**src/rtl/fp32_pkg.sv**
```systemverilog
// Single-precision field layout, packed view and operand classification
// shared by the adder result stage and its bench-facing helpers.
package fp32_pkg;

    localparam int SIGN_BIT = 31;
    localparam int EXP_HI   = 30;
    localparam int EXP_LO   = 23;
    localparam int MANT_W   = 23;
    localparam logic [7:0] EXP_MAX = 8'hFF;

    typedef struct packed {
        logic                    sign;
        logic [EXP_HI-EXP_LO:0]  exp;
        logic [MANT_W-1:0]       mant;
    } fp32_t;

    typedef struct packed {
        logic is_nan;
        logic is_inf;
        logic is_zero;
    } fp_class_t;

    // is_zero covers denormals too: they are flushed by the result stage.
    function automatic fp_class_t classify(input fp32_t f);
        fp_class_t c;
        c.is_nan  = (f.exp == EXP_MAX) && (f.mant != '0);
        c.is_inf  = (f.exp == EXP_MAX) && (f.mant == '0);
        c.is_zero = (f.exp == '0);
        return c;
    endfunction

endpackage

```
**src/rtl/fp_add_skid_fifo2.sv**
```systemverilog
// Two-entry valid/ready queue with a registered in_ready and 1-bit wrapping
// pointers; the head is readable the cycle after it is written.
module fp_add_skid_fifo2 #(
    parameter int DATA_W = 35
) (
    input  logic              clk,
    input  logic              reset,
    input  logic              i_valid,
    output logic              o_ready,
    input  logic [DATA_W-1:0] i_data,
    output logic              o_valid,
    input  logic              i_ready,
    output logic [DATA_W-1:0] o_data
);

    logic [DATA_W-1:0] r_mem [2];
    logic              r_wr_ptr;
    logic              r_rd_ptr;
    logic [1:0]        r_count;
    logic              r_in_ready;
    logic              w_push;
    logic              w_pop;
    logic [1:0]        w_count_nxt;

    assign w_push      = i_valid && r_in_ready;
    assign w_pop       = (r_count != 2'd0) && i_ready;
    assign w_count_nxt = r_count + {1'b0, w_push} - {1'b0, w_pop};

    always_ff @(posedge clk or negedge reset) begin
        if (!reset) begin
            r_wr_ptr   <= 1'b0;
            r_rd_ptr   <= 1'b0;
            r_count    <= 2'd0;
            r_in_ready <= 1'b1;
            r_mem[0]   <= '0;
            r_mem[1]   <= '0;
        end else begin
            if (w_push) begin
                r_mem[r_wr_ptr] <= i_data;
                r_wr_ptr        <= ~r_wr_ptr;
            end
            if (w_pop)
                r_rd_ptr <= ~r_rd_ptr;
            r_count    <= w_count_nxt;
            r_in_ready <= (w_count_nxt < 2'd2);
        end
    end

    assign o_ready = r_in_ready;
    assign o_valid = (r_count != 2'd0);
    assign o_data  = r_mem[r_rd_ptr];

endmodule

```
**src/rtl/fp_add_result_stage.sv**
```systemverilog
// Special-case correction of a combinational FP32 adder result, queued for
// output with exception flags and saturating exception counters.
module fp_add_result_stage
    import fp32_pkg::*;
#(
    parameter int          CNT_W     = 16,
    parameter logic [31:0] CANON_NAN = 32'h7FC00000
) (
    input  logic             clk,
    input  logic             reset,
    input  logic             _go,
    output logic             in_ready,
    input  logic [31:0]      Number1,
    input  logic [31:0]      Number2,
    input  logic [31:0]      Result,
    output logic             out_valid,
    input  logic             out_ready,
    output logic [31:0]      Out,
    output logic             flag_invalid,
    output logic             flag_overflow,
    output logic             flag_underflow,
    input  logic             cnt_clr,
    output logic [CNT_W-1:0] invalid_cnt,
    output logic [CNT_W-1:0] overflow_cnt,
    output logic [CNT_W-1:0] underflow_cnt
);

    fp32_t      w_a;
    fp32_t      w_b;
    fp32_t      w_r;
    fp_class_t  w_ca;
    fp_class_t  w_cb;
    logic [8:0] w_emax_p1;
    logic [31:0] w_fix;
    logic       w_inv;
    logic       w_ovf;
    logic       w_unf;
    logic       w_accept;
    logic [34:0] w_head;

    logic [CNT_W-1:0] r_inv_cnt;
    logic [CNT_W-1:0] r_ovf_cnt;
    logic [CNT_W-1:0] r_unf_cnt;

    function automatic logic [CNT_W-1:0] sat_inc(input logic [CNT_W-1:0] c);
        return (&c) ? c : c + 1'b1;
    endfunction

    assign w_a  = Number1;
    assign w_b  = Number2;
    assign w_r  = Result;
    assign w_ca = classify(w_a);
    assign w_cb = classify(w_b);

    always_comb begin
        w_fix     = w_r;
        w_inv     = 1'b0;
        w_ovf     = 1'b0;
        w_unf     = 1'b0;
        w_emax_p1 = ((w_a.exp > w_b.exp) ? {1'b0, w_a.exp} : {1'b0, w_b.exp}) + 9'd1;
        if (w_ca.is_nan || w_cb.is_nan) begin
            w_fix = CANON_NAN;
            w_inv = 1'b1;
        end else if (w_ca.is_inf && w_cb.is_inf && (w_a.sign != w_b.sign)) begin
            w_fix = CANON_NAN;
            w_inv = 1'b1;
        end else if (w_ca.is_inf) begin
            w_fix = w_a;
        end else if (w_cb.is_inf) begin
            w_fix = w_b;
        end else if (w_ca.is_zero && w_cb.is_zero) begin
            w_fix = {w_a.sign & w_b.sign, 31'd0};
        end else if (w_ca.is_zero) begin
            w_fix = w_b;
        end else if (w_cb.is_zero) begin
            w_fix = w_a;
        end else if (w_r.exp == EXP_MAX) begin
            w_fix = {w_r.sign, EXP_MAX, 23'd0};
            w_ovf = 1'b1;
        end else if (w_r.exp == 8'd0) begin
            w_fix = 32'd0;
        // A result exponent above Emax+1 can only come from a wrapped renormalisation.
        end else if ({1'b0, w_r.exp} > w_emax_p1) begin
            w_fix = {w_r.sign, 31'd0};
            w_unf = 1'b1;
        end
    end

    assign w_accept = _go && in_ready;

    fp_add_skid_fifo2 #(.DATA_W(35)) u_queue (
        .clk     (clk),
        .reset   (reset),
        .i_valid (_go),
        .o_ready (in_ready),
        .i_data  ({w_fix, w_inv, w_ovf, w_unf}),
        .o_valid (out_valid),
        .i_ready (out_ready),
        .o_data  (w_head)
    );

    assign Out            = w_head[34:3];
    assign flag_invalid   = w_head[2];
    assign flag_overflow  = w_head[1];
    assign flag_underflow = w_head[0];

    // Clear wins over a same-cycle increment.
    always_ff @(posedge clk or negedge reset) begin
        if (!reset) begin
            r_inv_cnt <= '0;
            r_ovf_cnt <= '0;
            r_unf_cnt <= '0;
        end else if (cnt_clr) begin
            r_inv_cnt <= '0;
            r_ovf_cnt <= '0;
            r_unf_cnt <= '0;
        end else if (w_accept) begin
            if (w_inv) r_inv_cnt <= sat_inc(r_inv_cnt);
            if (w_ovf) r_ovf_cnt <= sat_inc(r_ovf_cnt);
            if (w_unf) r_unf_cnt <= sat_inc(r_unf_cnt);
        end
    end

    assign invalid_cnt   = r_inv_cnt;
    assign overflow_cnt  = r_ovf_cnt;
    assign underflow_cnt = r_unf_cnt;

endmodule
```
**config.mk**
```make
export PLATFORM = sky130hd
export DESIGN_NAME = fp_add_result_stage
export DESIGN_NICKNAME = d
export VERILOG_FILES = /design/src/rtl/fp32_pkg.sv /design/src/rtl/fp_add_skid_fifo2.sv /design/src/rtl/fp_add_result_stage.sv
export SDC_FILE = /design/constraint.sdc
export NUM_CORES = 1
export LEC_CHECK = 0
export CORE_ASPECT_RATIO = 1.25
export CORE_MARGIN = 3
export CORE_UTILIZATION = 46
export CTS_CLUSTER_SIZE = 20
export DETAILED_ROUTE_END_ITERATION = 6
export PLACE_DENSITY = 0.88
export SYNTH_ARGS = -nofsm -noshare
export SYNTH_HDL_FRONTEND = slang
export SYNTH_HIERARCHICAL = 1
export SYNTH_SLANG_ARGS = --single-unit
```
**constraint.sdc**
```tcl
create_clock -name clk -period 2.2 [get_ports clk]
set_input_delay 0.44 -clock clk [delete_from_list [all_inputs] [get_ports clk]]
set_output_delay 0.44 -clock clk [all_outputs]
set_load 0.005 [all_outputs]
```
==> metrics.txt <==
status=finished with violations; failing checks=negative setup slack; DRC Markers=0; vias=9231; Post-Syn Instances=796; hold buffers post-CTS=0; overall routing resource usage=33.3%; sw frac=34.8%; period utilization=194%; clock sink count=123; Startpoint Class=primary input; Mean Syn Cell Area=9.83 um^2; fraction of layout cells with a size suffix above 1=45.2%; Crit. End Element=flop; post-synthesis sequential area ratio=39.4%; CP Data Required Time=2.56 ns; vias per cell=6.61; global placement routability congestion=0.925; EDFF count, synth=0; power share of the clock group=24.1%; vias in the first global route=8893; critical path class=primary input to flop; CP top delay family=compound AO/OA/AOI/OAI gates; Die Area=0.0186 mm^2; gr ovfl total=0; Mapped Area=0.00782 mm^2; Worst Hold Class=primary input to asynchronous set/reset pin; P per Cell Area=897 mW/mm^2; Seq cells post-synth=123; IO buf count=185; DRT iter0 DRCs=1140; Synth cell types=59; initial antenna violation count=2; clk buf depth=2; crit path max fanout=5; min Tclk post-route=4.26 ns; MaxCap Viol Count=0; Post-DRT Antenna Nets=0; Worst slew margin=42.2%; syn_nets=919; Final WS setup=-2.06 ns; Final Max Tran Viols=0; internal power=7.72 mW; Seq pwr share=28.5%; Post-DP HPWL=19.7 mm; Post-synth top flop=dfrtp_1; Peak VDD IR=0.557 mV; switching pwr=4.13 mW; max frequency=234 MHz; Worst Path Arrival=4.62 ns; CP most frequent cell=nand2_1; Synth async-reset ratio=100%; IO Count=186; Fin. Hold Viols=0; slowest cell delay on critical path=0.31 ns; Pre-Repair DR Iteration Count=7; P_leak=6.01 nW; wire per inst=28.1 um; initial core utilization=47.5%; root buf cell=clkbuf_16; Finish-stage setup viols=116; core footprint=0.0165 mm^2; largest net degree at the start of global routing=48; Hold Slack=0.0357 ns; Total Power=11.8 mW; clock network latency to the later pin of the worst-skew pair=0.44 ns; Detailed Route WL=39.3 mm; Worst-Margin Slew=0.867 ns; CTS Buf Count=17; num rows=52; CTS tree=done; Combinational Power Share=47.4%; Final Skew=0.0192 ns; CP max-delay cell=a211oi_2; chip height=152 um; CP bufs+invs=6; CTS HTree Levels=4; RSZ-0062 raised after global routing=true; Area growth syn-to-layout=68.8%; Synth Warn #=6; wire length of the first global-routing pass=48.2 mm; clk slew on worst S/H paths=0.06 ns; die width=123 um; final net count=1289
-- sequential cells by signal, indices dropped and copies added (netlist names) --
signal,flops
u_queue/r_rd_ptr,1
invalid_cnt,16
u_queue/r_mem,70
u_queue/o_ready,1
underflow_cnt,16
u_queue/r_wr_ptr,1
u_queue/r_count,2
overflow_cnt,16
-- metal layers --
| layer | GRT usage (%) | wire length [um] |
|---|---|---|
| met1 | 36.2 | 12600 |
| met5 | 0 | 46 |
| met3 | 11.8 | 5360 |
| met2 | 53.8 | 17700 |
| met4 | 22.6 | 3580 |
-- Yosys cell counts (all sizes together), types with 2 or more instances --
| cell | n | area share [%] |
|---|---|---|
| a311o | 2 | 0.26 |
| o31ai | 11 | 1.1 |
| xor2 | 24 | 2.7 |
| ha | 22 | 3.5 |
| buf | 26 | 2.1 |
| and4 | 11 | 1.2 |
| and3 | 8 | 0.64 |
| nand3 | 35 | 2.3 |
| nor2 | 58 | 3.0 |
| nor4 | 19 | 1.5 |
| a31oi | 10 | 0.80 |
| a21o | 2 | 0.19 |
| or2 | 2 | 0.16 |
| nor3 | 11 | 0.70 |
| a211oi | 13 | 1.2 |
| nand2 | 96 | 4.6 |
| o22ai | 2 | 0.16 |
| clkbuf | 15 | 0.72 |
| mux2 | 110 | 17 |
| or4 | 12 | 1.2 |
| inv | 14 | 0.67 |
| nor2b | 7 | 0.56 |
| xnor2 | 15 | 1.7 |
| dfrtp | 122 | 39 |
| and2 | 6 | 0.48 |
| o21ai | 21 | 1.4 |
| nand2b | 5 | 0.40 |
| or3 | 7 | 0.56 |
| a22oi | 2 | 0.19 |
| a31o | 2 | 0.22 |
| o211ai | 3 | 0.29 |
| nand4 | 24 | 2.1 |
| a21oi | 52 | 3.3 |
| nand4b | 2 | 0.22 |
| mux2i | 11 | 1.4 |
-- worst reg2reg max path, cell delays in order (launching register included) --
cell	delay, ns
dfrtp_1	0.36
and4_1	0.24
and4_1	0.28
nand2_1	0.10
or4_4	0.56
nand4_4	0.24
buf_4	0.18
nor3_4	0.04
mux2_4	0.28
-- power groups by stage --
stage / logic, mW / clock network, mW / registers [mW]
finish: 5.62 / 2.85 / 3.38
global route: 5.80 / 2.97 / 3.39
CTS: 4.44 / 2.80 / 3.24
detailed placement: 4.20 / 0 / 3.24
global placement: 4.09 / 0 / 3.18
floorplan: 2.34 / 0 / 3.13
-- what timing repair did --
| item | in CTS | in global routing |
|---|---|---|
| gates cloned | 4 | 6 |
| pin swaps | 28 | 51 |
| endpoints found under the hold margin | 0 | 0 |
| gates resized for setup | 179 | 206 |
| setup endpoints to repair | 153 | 140 |
| buffers inserted | 46 | 19 |
-- layout make-up --
class	count	area, um^2
Clock buffer	19	443
Clock inverter	13	143
Fill cell	812	3260
Tap cell	216	270
Timing Repair Buffer	392	3620
Inverter	14	60.1
Sequential cell	123	3080
Multi-Input combinational cell	618	5590
Antenna cell	1	2.50
-- through the flow --
step / setup TNS, ns / instance area (um^2) / std cells / setup slack, ns / util [%]
4_1_cts: -125.49 / 12200 / 1373 / -1.70 / 74.1
2_1_floorplan: -131.46 / 8010 / 796 / -1.73 / -
3_5_place_dp: -220.96 / 11000 / 1291 / -2.58 / 66.9
5_1_grt: -163.12 / 13200 / 1395 / -2.17 / 80.2
3_3_place_gp: -210.76 / 11000 / 1291 / -2.47 / 66.9
6_report: -150.09 / 13200 / 1396 / -2.06 / 80.2
-- worst paths after layout --
check	start	end	slack [ns]	cells past startpoint
worst min-delay path	reset	invalid_cnt[7]	0.04	1
worst max-delay path	Number2[26]	u_queue/r_mem[19]	-2.06	28
min in group clk	u_queue/r_mem[11]	u_queue/r_mem[11]	0.51	1
worst max register to register	underflow_cnt[4]	underflow_cnt[2]	-0.19	8
max in group asynchronous	reset	u_queue/r_mem[13]	1.50	2
worst min register to register	u_queue/r_mem[11]	u_queue/r_mem[11]	0.51	1
-- cells by family after synthesis --
family / synth area share (%)
flops: 39.4
xor+xnor: 4.37
compound gates: 10.3
buf+inv: 3.49
simple gates: 20.3
mux: 18.6
fa+ha+maj: 3.52
-- cells in the final DEF, fill, tap and decap left out, types with 8 or more instances in the layout --
cell type / n
buf_4: 171
dfrtp_1: 121
clkdlybuf4s50_1: 111
nand2_1: 92
mux2_4: 56
mux2_2: 54
nor2_1: 49
a21oi_1: 40
dlygate4sd2_1: 33
xor2_1: 24
nand4_1: 23
buf_6: 22
clkbuf_16: 21
nand3_1: 19
clkbuf_2: 16
buf_12: 13
xnor2_1: 12
o21ai_0: 12
ha_1: 12
a211oi_2: 11
mux2i_1: 11
a21oi_2: 10
nor4_2: 10
nand3_4: 9
and4_1: 8
and3_1: 8
buf_2: 8
Power figures use the tool's default switching activity.
